===== config.mk =====
export PLATFORM = sky130hd
export DESIGN_NAME = pool_tile_sched_flat
export DESIGN_NICKNAME = d
export VERILOG_FILES = /design/src/rtl/pool_pkg.sv /design/src/rtl/pool_tile_sched_if.sv /design/src/rtl/rr_arbiter.sv /design/src/rtl/pool_tile_sched.sv /design/src/flat_wrapper.sv
export SDC_FILE = /design/constraint.sdc
export NUM_CORES = 1
export LEC_CHECK = 0
export CAP_MARGIN = 10
export CELL_PAD_IN_SITES_DETAIL_PLACEMENT = 1
export CELL_PAD_IN_SITES_GLOBAL_PLACEMENT = 1
export CORE_MARGIN = 5
export CORE_UTILIZATION = 27
export DETAILED_ROUTE_END_ITERATION = 10
export GPL_TIMING_DRIVEN = 0
export PLACE_DENSITY = 0.93
export SYNTH_ARGS = -nofsm -noshare
export SYNTH_HDL_FRONTEND = slang
export SYNTH_HIERARCHICAL = 1
export SYNTH_SLANG_ARGS = --single-unit

===== constraint.sdc =====
create_clock -name clk -period 5.8 [get_ports clk]
set_clock_uncertainty 0.15 [all_clocks]
set_input_delay 0.87 -clock clk [delete_from_list [all_inputs] [get_ports clk]]
set_output_delay 0.87 -clock clk [all_outputs]
set_load 0.02 [all_outputs]

===== src/rtl/pool_pkg.sv =====
// Shared widths and FSM encoding for the pooling-tile scheduler.
package pool_pkg;

  localparam int unsigned TILE_DIM = 8;
  localparam int unsigned POOL_DIM = 4;
  localparam int unsigned TILE_W   = TILE_DIM * TILE_DIM;
  localparam int unsigned POOL_W   = POOL_DIM * POOL_DIM;

  typedef enum logic [1:0] {
    IDLE,
    ISSUE,
    CAPTURE,
    RESP
  } pool_sched_state_t;

endpackage


===== src/rtl/pool_tile_sched_if.sv =====
// Tile-request, engine and result signals of the pooling scheduler.
interface pool_tile_sched_if
  import pool_pkg::*;
#(
  parameter int unsigned NCH = 4
);
  localparam int unsigned CW = $clog2(NCH);

  logic [NCH-1:0]        i_tile_valid;
  logic [NCH-1:0]        o_tile_ready;
  logic [NCH*TILE_W-1:0] i_tile_data;
  logic [TILE_W-1:0]     o_pool_in;
  logic [POOL_W-1:0]     i_pool_out;
  logic                  o_res_valid;
  logic                  i_res_ready;
  logic [POOL_W-1:0]     o_res_data;
  logic [CW-1:0]         o_res_chan;
  logic                  o_busy;
  logic [15:0]           o_tile_cnt;

  modport master (
    input  i_tile_valid, i_tile_data, i_pool_out, i_res_ready,
    output o_tile_ready, o_pool_in, o_res_valid, o_res_data, o_res_chan,
           o_busy, o_tile_cnt
  );

  modport slave (
    output i_tile_valid, i_tile_data, i_pool_out, i_res_ready,
    input  o_tile_ready, o_pool_in, o_res_valid, o_res_data, o_res_chan,
           o_busy, o_tile_cnt
  );

endinterface


===== src/rtl/rr_arbiter.sv =====
// Combinational round-robin arbiter: first requester at or after ptr wins.
module rr_arbiter #(
  parameter int unsigned N = 4,
  parameter int unsigned W = $clog2(N)
) (
  input  logic [N-1:0] req,
  input  logic [W-1:0] ptr,
  output logic [N-1:0] gnt,
  output logic [W-1:0] gnt_idx,
  output logic         any
);

  int unsigned idx;

  // Search wraps modulo N, not 2^W, so unused codes are never visited.
  always_comb begin
    gnt     = '0;
    gnt_idx = '0;
    any     = 1'b0;
    idx     = 0;
    for (int unsigned i = 0; i < N; i++) begin
      idx = (32'(ptr) + i) % N;
      if (!any && req[idx[W-1:0]]) begin
        any              = 1'b1;
        gnt_idx          = idx[W-1:0];
        gnt[idx[W-1:0]]  = 1'b1;
      end
    end
  end

endmodule


===== src/rtl/pool_tile_sched.sv =====
// Round-robin scheduler feeding one shared 2x2 OR-pooling engine from NCH channels.
module pool_tile_sched
  import pool_pkg::*;
#(
  parameter int unsigned NCH = 4
) (
  input logic                clk,
  input logic                rst,
  pool_tile_sched_if.master  bus
);

  localparam int unsigned CW = $clog2(NCH);

  pool_sched_state_t state_q, state_d;
  logic [CW-1:0]     ptr_q, ptr_d;
  logic [CW-1:0]     res_chan_q, res_chan_d;
  logic [TILE_W-1:0] pool_in_q, pool_in_d;
  logic [POOL_W-1:0] res_data_q, res_data_d;
  logic [15:0]       tile_cnt_q, tile_cnt_d;
  logic              res_valid_q, res_valid_d;
  logic              busy_q, busy_d;

  logic [NCH-1:0]    gnt;
  logic [CW-1:0]     gnt_idx;
  logic              any;
  logic [TILE_W-1:0] tile_sel;

  rr_arbiter #(.N(NCH), .W(CW)) u_arb (
    .req     (bus.i_tile_valid),
    .ptr     (ptr_q),
    .gnt     (gnt),
    .gnt_idx (gnt_idx),
    .any     (any)
  );

  always_comb begin
    tile_sel = '0;
    for (int unsigned c = 0; c < NCH; c++) begin
      if (gnt_idx == CW'(c)) tile_sel = bus.i_tile_data[c*TILE_W +: TILE_W];
    end
  end

  always_comb begin
    state_d    = state_q;
    ptr_d      = ptr_q;
    res_chan_d = res_chan_q;
    pool_in_d  = pool_in_q;
    res_data_d = res_data_q;
    tile_cnt_d = tile_cnt_q;
    unique case (state_q)
      IDLE: begin
        if (any) begin
          pool_in_d  = tile_sel;
          res_chan_d = gnt_idx;
          ptr_d      = (gnt_idx == CW'(NCH - 1)) ? '0 : gnt_idx + CW'(1);
          state_d    = ISSUE;
        end
      end
      ISSUE:   state_d = CAPTURE;
      CAPTURE: begin
        res_data_d = bus.i_pool_out;
        state_d    = RESP;
      end
      RESP: begin
        if (bus.i_res_ready) begin
          tile_cnt_d = tile_cnt_q + 16'd1;
          state_d    = IDLE;
        end
      end
    endcase
    busy_d      = (state_d != IDLE);
    res_valid_d = (state_d == RESP);
  end

  always_ff @(posedge clk) begin
    if (rst) begin
      state_q     <= IDLE;
      ptr_q       <= '0;
      res_chan_q  <= '0;
      pool_in_q   <= '0;
      res_data_q  <= '0;
      tile_cnt_q  <= '0;
      res_valid_q <= 1'b0;
      busy_q      <= 1'b0;
    end else begin
      state_q     <= state_d;
      ptr_q       <= ptr_d;
      res_chan_q  <= res_chan_d;
      pool_in_q   <= pool_in_d;
      res_data_q  <= res_data_d;
      tile_cnt_q  <= tile_cnt_d;
      res_valid_q <= res_valid_d;
      busy_q      <= busy_d;
    end
  end

  assign bus.o_tile_ready = (state_q == IDLE) ? gnt : '0;
  assign bus.o_pool_in    = pool_in_q;
  assign bus.o_res_valid  = res_valid_q;
  assign bus.o_res_data   = res_data_q;
  assign bus.o_res_chan   = res_chan_q;
  assign bus.o_busy       = busy_q;
  assign bus.o_tile_cnt   = tile_cnt_q;

endmodule

===== src/flat_wrapper.sv =====
// flat-port wrapper written by rule: the top's interface ports become plain ports
module pool_tile_sched_flat import pool_pkg::*;
#(
  parameter int unsigned NCH = 4
)
  (clk, rst, bus_i_tile_valid, bus_i_tile_data, bus_i_pool_out, bus_i_res_ready, bus_o_tile_ready, bus_o_pool_in, bus_o_res_valid, bus_o_res_data, bus_o_res_chan, bus_o_busy, bus_o_tile_cnt);
  pool_tile_sched_if #(.NCH(NCH)) bus_i ();
  input logic clk;
  input logic rst;
  input wire logic [$bits(bus_i.i_tile_valid)-1:0] bus_i_tile_valid;
  input wire logic [$bits(bus_i.i_tile_data)-1:0] bus_i_tile_data;
  input wire logic [$bits(bus_i.i_pool_out)-1:0] bus_i_pool_out;
  input wire logic [$bits(bus_i.i_res_ready)-1:0] bus_i_res_ready;
  output wire logic [$bits(bus_i.o_tile_ready)-1:0] bus_o_tile_ready;
  output wire logic [$bits(bus_i.o_pool_in)-1:0] bus_o_pool_in;
  output wire logic [$bits(bus_i.o_res_valid)-1:0] bus_o_res_valid;
  output wire logic [$bits(bus_i.o_res_data)-1:0] bus_o_res_data;
  output wire logic [$bits(bus_i.o_res_chan)-1:0] bus_o_res_chan;
  output wire logic [$bits(bus_i.o_busy)-1:0] bus_o_busy;
  output wire logic [$bits(bus_i.o_tile_cnt)-1:0] bus_o_tile_cnt;
  assign bus_i.i_tile_valid = bus_i_tile_valid;
  assign bus_i.i_tile_data = bus_i_tile_data;
  assign bus_i.i_pool_out = bus_i_pool_out;
  assign bus_i.i_res_ready = bus_i_res_ready;
  assign bus_o_tile_ready = bus_i.o_tile_ready;
  assign bus_o_pool_in = bus_i.o_pool_in;
  assign bus_o_res_valid = bus_i.o_res_valid;
  assign bus_o_res_data = bus_i.o_res_data;
  assign bus_o_res_chan = bus_i.o_res_chan;
  assign bus_o_busy = bus_i.o_busy;
  assign bus_o_tile_cnt = bus_i.o_tile_cnt;
  pool_tile_sched #(.NCH(NCH)) u_core (.clk(clk), .rst(rst), .bus(bus_i));
endmodule

# Word-level counts from Yosys, hierarchy flattened
# Cells that the tools add are included.
[totals] output_inout_bits=104 regBits=104
[classes] n_lt_le_gt_ge=8 reduce_logical=15 muxes=37 eq_ne=7 n_addsub=5 bitwise_logic=3
[op_table] operator="$mux 64" n=4
[op_table] operator="$mux 4" n=5
[op_table] operator="$add 16x1->16 const B" n=1
[op_table] operator="$mux 2" n=7
[op_table] operator="$lt 2x3->1 const B" n=4
[op_table] operator="$mux 1" n=12
[op_table] operator="$or 4x4->4" n=3
[op_table] operator="$eq 2x2->1 const B" n=5
[op_table] operator="$bmux 1 s2" n=4
[op_table] operator="$demux 1 s2" n=4
[op_table] operator="$ge 2x1->1 const B" n=4
[op_table] operator="$pmux 2 s4" n=1
[op_table] operator="$logic_and 1x1->1" n=7
[op_table] operator="$add 2x1->2 const B" n=2
[op_table] operator="$add 2x2->2 const B" n=2
[op_table] operator="$eq 2x1->1 const B" n=2
[op_table] operator="$logic_not 2->1" n=2
[op_table] operator="$reduce_and 2->1" n=2
[op_table] operator="$logic_not 1->1" n=3
[op_table] operator="$reduce_bool 2->1" n=1

# Depth between registers and ports, before layout
[logic_depth] ltp_word=17 mapped_depth=16 depth_no_buf=12

# Modules after synthesis
# Netlist, hierarchy kept.
[by_module_without_submodules] module="pool_tile_sched" n_inst=1 cells_per_inst=711 area_per_inst_um2=5554.1 seq_area_each_um2=2082.0
[by_module_without_submodules] module="rr_arbiter" n_inst=1 cells_per_inst=45 area_per_inst_um2=419.2 seq_area_each_um2=0.0

# Worst setup path after synthesis
# OpenSTA, ideal clock, no wires.
[synth_path] kind="in2reg" start="in bus_i_tile_valid[3]" end="reg u_core.pool_in_q[44] (netlist: u_core/bus.o_pool_in[44])" required_time_ns=5.518 t_arrival_ns=3.414 setup_ns=0.132 path_slack_ns=2.104 stages=11 path_cell_list="mux4_2 -> clkbuf_1 -> o31ai_1 -> inv_1 -> ha_1 -> nor2b_1 -> buf_2 -> clkbuf_1 -> a221o_1 -> a221oi_1 -> nor3_1"
[synth_between] elab_chain_len=17
[synth_rtl] item="start, declared" line="flat_wrapper.sv:10" source="input wire logic [$bits(bus_i.i_tile_valid)-1:0] bus_i_tile_valid;"
[synth_rtl] item="$bmux 1 s2" line="rr_arbiter.sv:23" source="if (!any && req[idx[W-1:0]]) begin"
[synth_rtl] item="$mux 1 (implied by the code)" line="rr_arbiter.sv:23"
[synth_rtl] item="$mux 1" line="rr_arbiter.sv:23"
[synth_rtl] item="$logic_not 1->1" line="rr_arbiter.sv:23"
[synth_rtl] item="$logic_and 1x1->1" line="rr_arbiter.sv:23"
[synth_rtl] item="$mux 1" line="rr_arbiter.sv:23"
[synth_rtl] item="$logic_not 1->1" line="rr_arbiter.sv:23"
[synth_rtl] item="$logic_and 1x1->1" line="rr_arbiter.sv:23"
[synth_rtl] item="$mux 1" line="rr_arbiter.sv:23"
[synth_rtl] item="$logic_not 1->1" line="rr_arbiter.sv:23"
[synth_rtl] item="$logic_and 1x1->1" line="rr_arbiter.sv:23"
[synth_rtl] item="$mux 2 (*)" line="rr_arbiter.sv:23"
[synth_rtl] item="via u_core.gnt_idx[0]" line="pool_tile_sched.sv:24" source="logic [CW-1:0] gnt_idx;"
[synth_rtl] item="$logic_not 2->1" line="pool_tile_sched.sv:39" source="if (gnt_idx == CW'(c)) tile_sel = bus.i_tile_data[c*TILE_W +: TILE_W];"
[synth_rtl] item="$mux 64 (3 in a row)" line="pool_tile_sched.sv:39"
[synth_rtl] item="$mux 64 (*)" line="pool_tile_sched.sv:39"
[synth_rtl] item="end signal, assigned" line="pool_tile_sched.sv:89" source="pool_in_q <= pool_in_d;"
[synth_rtl] item="end, declared" line="pool_tile_sched.sv:17" source="logic [TILE_W-1:0] pool_in_q, pool_in_d;"
# Mark *: on every way through the listed nets, which the timed path passes. The rest lies on a longest branch. The select of a mux whose other input is x is not followed.
# A chain may end at the register's enable or synchronous reset.

# Worst setup path after layout
[layout_path] start="in bus_i_tile_valid[3]" end="reg u_core.pool_in_q[36] (netlist: u_core/bus.o_pool_in[36])"
# Same word-level chain as after synthesis.

==> report_table.html <==
<table>
<tr><th>Metric</th><th>Value</th></tr>
<tr><th colspan="2">Power</th></tr>
<tr><td>Reported leakage power</td><td>slightly below 4 nW</td></tr>
<tr><td>Max VDD drop</td><td>0.3207 mV</td></tr>
<tr><td>Cell-internal power</td><td>3.012 mW</td></tr>
<tr><td>Total net switching power</td><td>between 2 and 3 mW</td></tr>
<tr><td>Sum of internal, switching and leakage power</td><td>5.922 mW</td></tr>
<tr><td>Power per standard cell area</td><td>between 500 and 600 nW/um2</td></tr>
<tr><td>Power share of the sequential group</td><td>between 10% and 20%</td></tr>
<tr><td>Clock share of power</td><td>10.6%</td></tr>
<tr><td>Portion of total power attributed to combinational logic</td><td>71.7%</td></tr>
<tr><td>Switching share of total power</td><td>49.15%</td></tr>
<tr><th colspan="2">CTS</th></tr>
<tr><td>Maximum level of the CTS H-tree</td><td>3</td></tr>
<tr><td>Number of gates given a new drive strength after cts</td><td>0</td></tr>
<tr><td>Clock edge transition at the registers on the reported setup and hold paths</td><td>~0.080 ns</td></tr>
<tr><td>TritonCTS Sinks</td><td>104</td></tr>
<tr><td>CTS Buf Count</td><td>9</td></tr>
<tr><td>Number of buffers inserted by hold repair at cts</td><td>0</td></tr>
<tr><td>Clock root cell</td><td>sky130_fd_sc_hd__clkbuf_16</td></tr>
<tr><td>Deepest clock path buffer count</td><td>2</td></tr>
<tr><td>Post-CTS setup repair buffer count</td><td>0</td></tr>
<tr><td>Clock tree from TritonCTS</td><td>built</td></tr>
<tr><td>Worst skew pair latency</td><td>0.34 ns</td></tr>
<tr><th colspan="2">STA</th></tr>
<tr><td>Worst hold slack across all endpoints</td><td>about 0.30 ns</td></tr>
<tr><td>Unrepaired setup endpoints after global routing</td><td>false</td></tr>
<tr><td>Setup total negative slack</td><td>0 ns</td></tr>
<tr><td>Final Hold Vio Count</td><td>0</td></tr>
<tr><td>F_max</td><td>between 200 and 250 MHz</td></tr>
<tr><td>Slew margin rel.</td><td>38.34%</td></tr>
<tr><td>Part of the cycle the worst path needs</td><td>81.36%</td></tr>
<tr><td>Number of pins with negative max-slew slack in the final report</td><td>0</td></tr>
<tr><td>Transition time at the pin with the least slew margin</td><td>about 0.9 ns</td></tr>
<tr><td>Final min period</td><td>4.719 ns</td></tr>
<tr><td>Number of failing setup endpoints in the final timing report</td><td>0</td></tr>
<tr><th colspan="2">Placed design</th></tr>
<tr><td>Detailed placer's ending HPWL</td><td>25,900 um</td></tr>
<tr><td>Count of input and output buffers</td><td>between 300 and 400</td></tr>
<tr><td>Cells after DPL</td><td>approximately 1,400</td></tr>
<tr><td>Final estimated routing congestion in global placement</td><td>around 0.89</td></tr>
<tr><th colspan="2">Floorplanning</th></tr>
<tr><td>I/O pin cnt</td><td>between 300 and 400</td></tr>
<tr><td>DIE AREA</td><td>around 25,000 um2</td></tr>
<tr><td>Core region area</td><td>approximately 22,000 um2</td></tr>
<tr><td>Chip Height</td><td>approximately 160 um</td></tr>
<tr><td>Number of placement rows</td><td>54</td></tr>
<tr><td>Initial core utilization</td><td>between 20% and 30%</td></tr>
<tr><td>Die X</td><td>between 150 and 200 um</td></tr>
<tr><th colspan="2">Critical path</th></tr>
<tr><td>Most frequent cell on the critical path</td><td>sky130_fd_sc_hd__clkbuf_1</td></tr>
<tr><td>Crit-path slowest cell</td><td>sky130_fd_sc_hd__mux4_1</td></tr>
<tr><td>Critical path start-end classification</td><td>in -&gt; reg</td></tr>
<tr><td>Worst reg2reg startpoint</td><td>u_core/ptr_q[1]</td></tr>
<tr><td>CP Data Arrival Time</td><td>between 4 and 5 ns</td></tr>
<tr><td>Worst Path Required</td><td>between 5 and 6 ns</td></tr>
<tr><td>Critical path origin</td><td>bus_i_tile_valid[3]</td></tr>
<tr><td>Crit path max fanout</td><td>10</td></tr>
<tr><td>Element type at the critical path end</td><td>flip-flop</td></tr>
<tr><td>Critical path's largest stage delay</td><td>between 0.6 and 0.7 ns</td></tr>
<tr><td>Startpoint type of the worst setup path</td><td>primary input</td></tr>
<tr><td>CP Cell Sequence</td><td>clkdlybuf4s50_1, mux4_1, and2b_2, o21ai_0, o31ai_1, inv_1, ha_1, clkbuf_1, clkbuf_1, a21oi_1, a221oi_1, nor3_1</td></tr>
<tr><th colspan="2">Hold path</th></tr>
<tr><td>Start point of the worst min-delay path</td><td>u_core/bus.o_res_data[15]</td></tr>
<tr><td>Class of the worst hold path</td><td>reg -&gt; reg</td></tr>
<tr><th colspan="2">Routing</th></tr>
<tr><td>First-iteration detailed-routing DRC count</td><td>about 500</td></tr>
<tr><td>Number of nets still failing antenna checks after routing</td><td>0</td></tr>
<tr><td>Ratio of routed vias to standard cells</td><td>~5.4</td></tr>
<tr><td>Post-detailed-route wirelength per cell</td><td>22.47 um</td></tr>
<tr><td>Final Routed Wirelength</td><td>approximately 32,000 um</td></tr>
<tr><td>DR DRC count</td><td>0</td></tr>
<tr><td>First-pass detailed-route iteration total</td><td>5</td></tr>
<tr><td>Overall via count from detail_route</td><td>~7,700</td></tr>
<tr><th colspan="2">Yosys</th></tr>
<tr><td>Sequential element share of the synthesized area</td><td>a little over a third</td></tr>
<tr><td>Post-Syn Area</td><td>5973 um2</td></tr>
<tr><td>Yosys synthesis warning count</td><td>6</td></tr>
<tr><td>Register bit total from synthesis</td><td>~100</td></tr>
<tr><td>Number of enable flip-flop cells after synthesis</td><td>0</td></tr>
<tr><td>Dominant register cell in the synthesized netlist</td><td>sky130_fd_sc_hd__dfxtp_1</td></tr>
<tr><td>Asr flop ratio synth</td><td>0%</td></tr>
<tr><td>Count of distinct cell types in the synthesized netlist</td><td>between 40 and 50</td></tr>
<tr><td>Synth Net Count</td><td>between 1,000 and 1,500</td></tr>
<tr><td>Cell count after synthesis</td><td>around 760</td></tr>
<tr><td>Post-Synthesis Mean Instance Area</td><td>approximately 7.9 um2</td></tr>
<tr><th colspan="2">Global routing</th></tr>
<tr><td>Global-route usage over all layers</td><td>23.97%</td></tr>
<tr><td>Via count of the first global-routing pass</td><td>about 8,300</td></tr>
<tr><td>Final global-route overflow total</td><td>0</td></tr>
<tr><td>Initial antenna violation count</td><td>2</td></tr>
<tr><td>Global-route wire length before repair</td><td>~48,000 um</td></tr>
<tr><td>Maximum number of pins on one net before global-route repair</td><td>17</td></tr>
<tr><th colspan="2">Layout</th></tr>
<tr><td>Share of the core filled with cells in the final layout</td><td>about 48%</td></tr>
<tr><td>Nets@finish</td><td>1,437</td></tr>
<tr><td>Layout overhead on the synthesized area</td><td>74.74%</td></tr>
<tr><td>Cell Count, Final, Fillers Out</td><td>~1,400</td></tr>
<tr><td>Proportion of layout cells with a drive suffix above 1</td><td>between 3 and 4%</td></tr>
<tr><th colspan="2">Status</th></tr>
<tr><td>Outcome</td><td>finished clean</td></tr>
<tr><th colspan="2">Job</th></tr>
<tr><td>Max-Cap Viols</td><td>0</td></tr>
</table>
==> final timing paths <==
kind / endpoint / slack [ns] / depth (start not counted)
hold reg to reg: u_core/bus.o_res_data[15] / 0.30 / 2
setup reg to reg: u_core/bus.o_pool_in[36] / 1.29 / 12
hold / removal: u_core/bus.o_res_data[15] / 0.30 / 2
setup / recovery: u_core/bus.o_pool_in[36] / 1.08 / 12
==> layer usage <==
layer  up-vias  routed length (um)  GRT usage [%]
met5         -                   0              0
met4         0                1179          9.503
met3        68                2474          5.728
met2       379               16480          44.17
met1      3673               12090          26.33
li1       3571                   -              -
==> stage by stage <==
step | area (um2) | worst slack (ns)
after global placement | 10140 | 0.7432
after global routing | 10440 | 0.8003
after floorplan | 5973 | 2.104
final | 10440 | 1.081
after CTS | 10430 | 1.083
after detailed placement | 10140 | 0.6476
==> synth_stat cells, types with 2 or more instances <==
library cell,count,area (um2)
sky130_fd_sc_hd__a21oi_1,91,455.4
sky130_fd_sc_hd__a221o_1,63,630.6
sky130_fd_sc_hd__a221oi_1,64,560.5
sky130_fd_sc_hd__a22oi_1,8,60.06
sky130_fd_sc_hd__and2_1,6,37.54
sky130_fd_sc_hd__and3_1,3,18.77
sky130_fd_sc_hd__and4_1,2,17.52
sky130_fd_sc_hd__buf_1,3,11.26
sky130_fd_sc_hd__buf_2,8,40.04
sky130_fd_sc_hd__buf_4,5,37.54
sky130_fd_sc_hd__buf_6,2,22.52
sky130_fd_sc_hd__clkbuf_1,58,217.7
sky130_fd_sc_hd__dfxtp_1,104,2082
sky130_fd_sc_hd__ha_1,10,125.1
sky130_fd_sc_hd__inv_1,73,274.0
sky130_fd_sc_hd__mux2_1,3,33.78
sky130_fd_sc_hd__mux2_2,2,22.52
sky130_fd_sc_hd__mux4_1,2,52.55
sky130_fd_sc_hd__mux4_2,2,45.04
sky130_fd_sc_hd__nand2_1,46,172.7
sky130_fd_sc_hd__nand2b_1,2,12.51
sky130_fd_sc_hd__nand3_1,7,35.03
sky130_fd_sc_hd__nand4_1,2,12.51
sky130_fd_sc_hd__nor2_1,78,292.8
sky130_fd_sc_hd__nor2b_1,4,25.02
sky130_fd_sc_hd__nor3_1,70,350.3
sky130_fd_sc_hd__o21ai_0,10,50.05
sky130_fd_sc_hd__or3_1,5,31.28
sky130_fd_sc_hd__xnor2_1,5,43.79
sky130_fd_sc_hd__xor2_1,3,26.28
==> registers in the layout, indices dropped and copies added (netlist names) <==
| register | count |
|---|---|
| u_core/bus.o_res_valid | 1 |
| u_core/bus.o_res_chan | 2 |
| u_core/state_q | 2 |
| u_core/bus.o_res_data | 16 |
| u_core/bus.o_busy | 1 |
| u_core/bus.o_pool_in | 64 |
| u_core/ptr_q | 2 |
| u_core/bus.o_tile_cnt | 16 |
==> placed cells by master (no fill, tap or decap), drive strengths merged, types with 2 or more instances in the layout <==
cell type and instances:
buf 18, a221o 63, a22oi 8, and2 6, nand3 8, mux4 4
and3 3, and4 2, a21oi 91, nor2 79, mux2 5, nand2b 2
o21ai 10, dfxtp 104, diode 2, nor2b 4, or3 5, nand4 3
xnor2 5, nor3 70, clkdlybuf4s50 381, ha 10, nand2 46, clkbuf 68
a221oi 64, inv 74, xor2 3, nor4 2, clkinv 2
==> power groups by stage <==
stage / registers (mW) / logic (mW) / clock network, mW
floorplan: 1.27 / 2.40 / 0
global placement: 1.06 / 4.10 / 0
detailed placement: 1.07 / 4.20 / 0
CTS: 1.05 / 4.22 / 0.646
global route: 1.08 / 4.57 / 0.665
finish: 1.05 / 4.24 / 0.625
==> worst max-delay path, delay by kind of cell <==
family	cells	cell delay (ns)
buffers and inverters	4	1.74
AO/OA/AOI/OAI	4	0.99
multiplexers	1	0.62
AND/OR/NAND/NOR	2	0.39
adder cells (fa/ha/maj)	1	0.17
==> logic make-up after synthesis <==
group	count (synthesis)	synth area share, %
compound gates	242	30.23
xor+xnor	8	1.173
fa+ha+maj	10	2.095
buf+inv	149	10.10
flops	104	34.86
mux	10	2.744
simple gates	233	18.81
==> area by class of cell <==
cell class | instances | area (um2)
Antenna cell | 2 | 5.005
Clock inverter | 5 | 56.30
Tap cell | 280 | 350.3
Timing Repair Buffer | 381 | 3814
Fill cell | 2568 | 11390
Inverter | 73 | 274.0
Sequential cell | 104 | 2082
Buffer | 76 | 329.1
Multi-Input combinational cell | 503 | 3288
Clock buffer | 10 | 239.0
No activity file was read; power rests on OpenSTA's default activity.
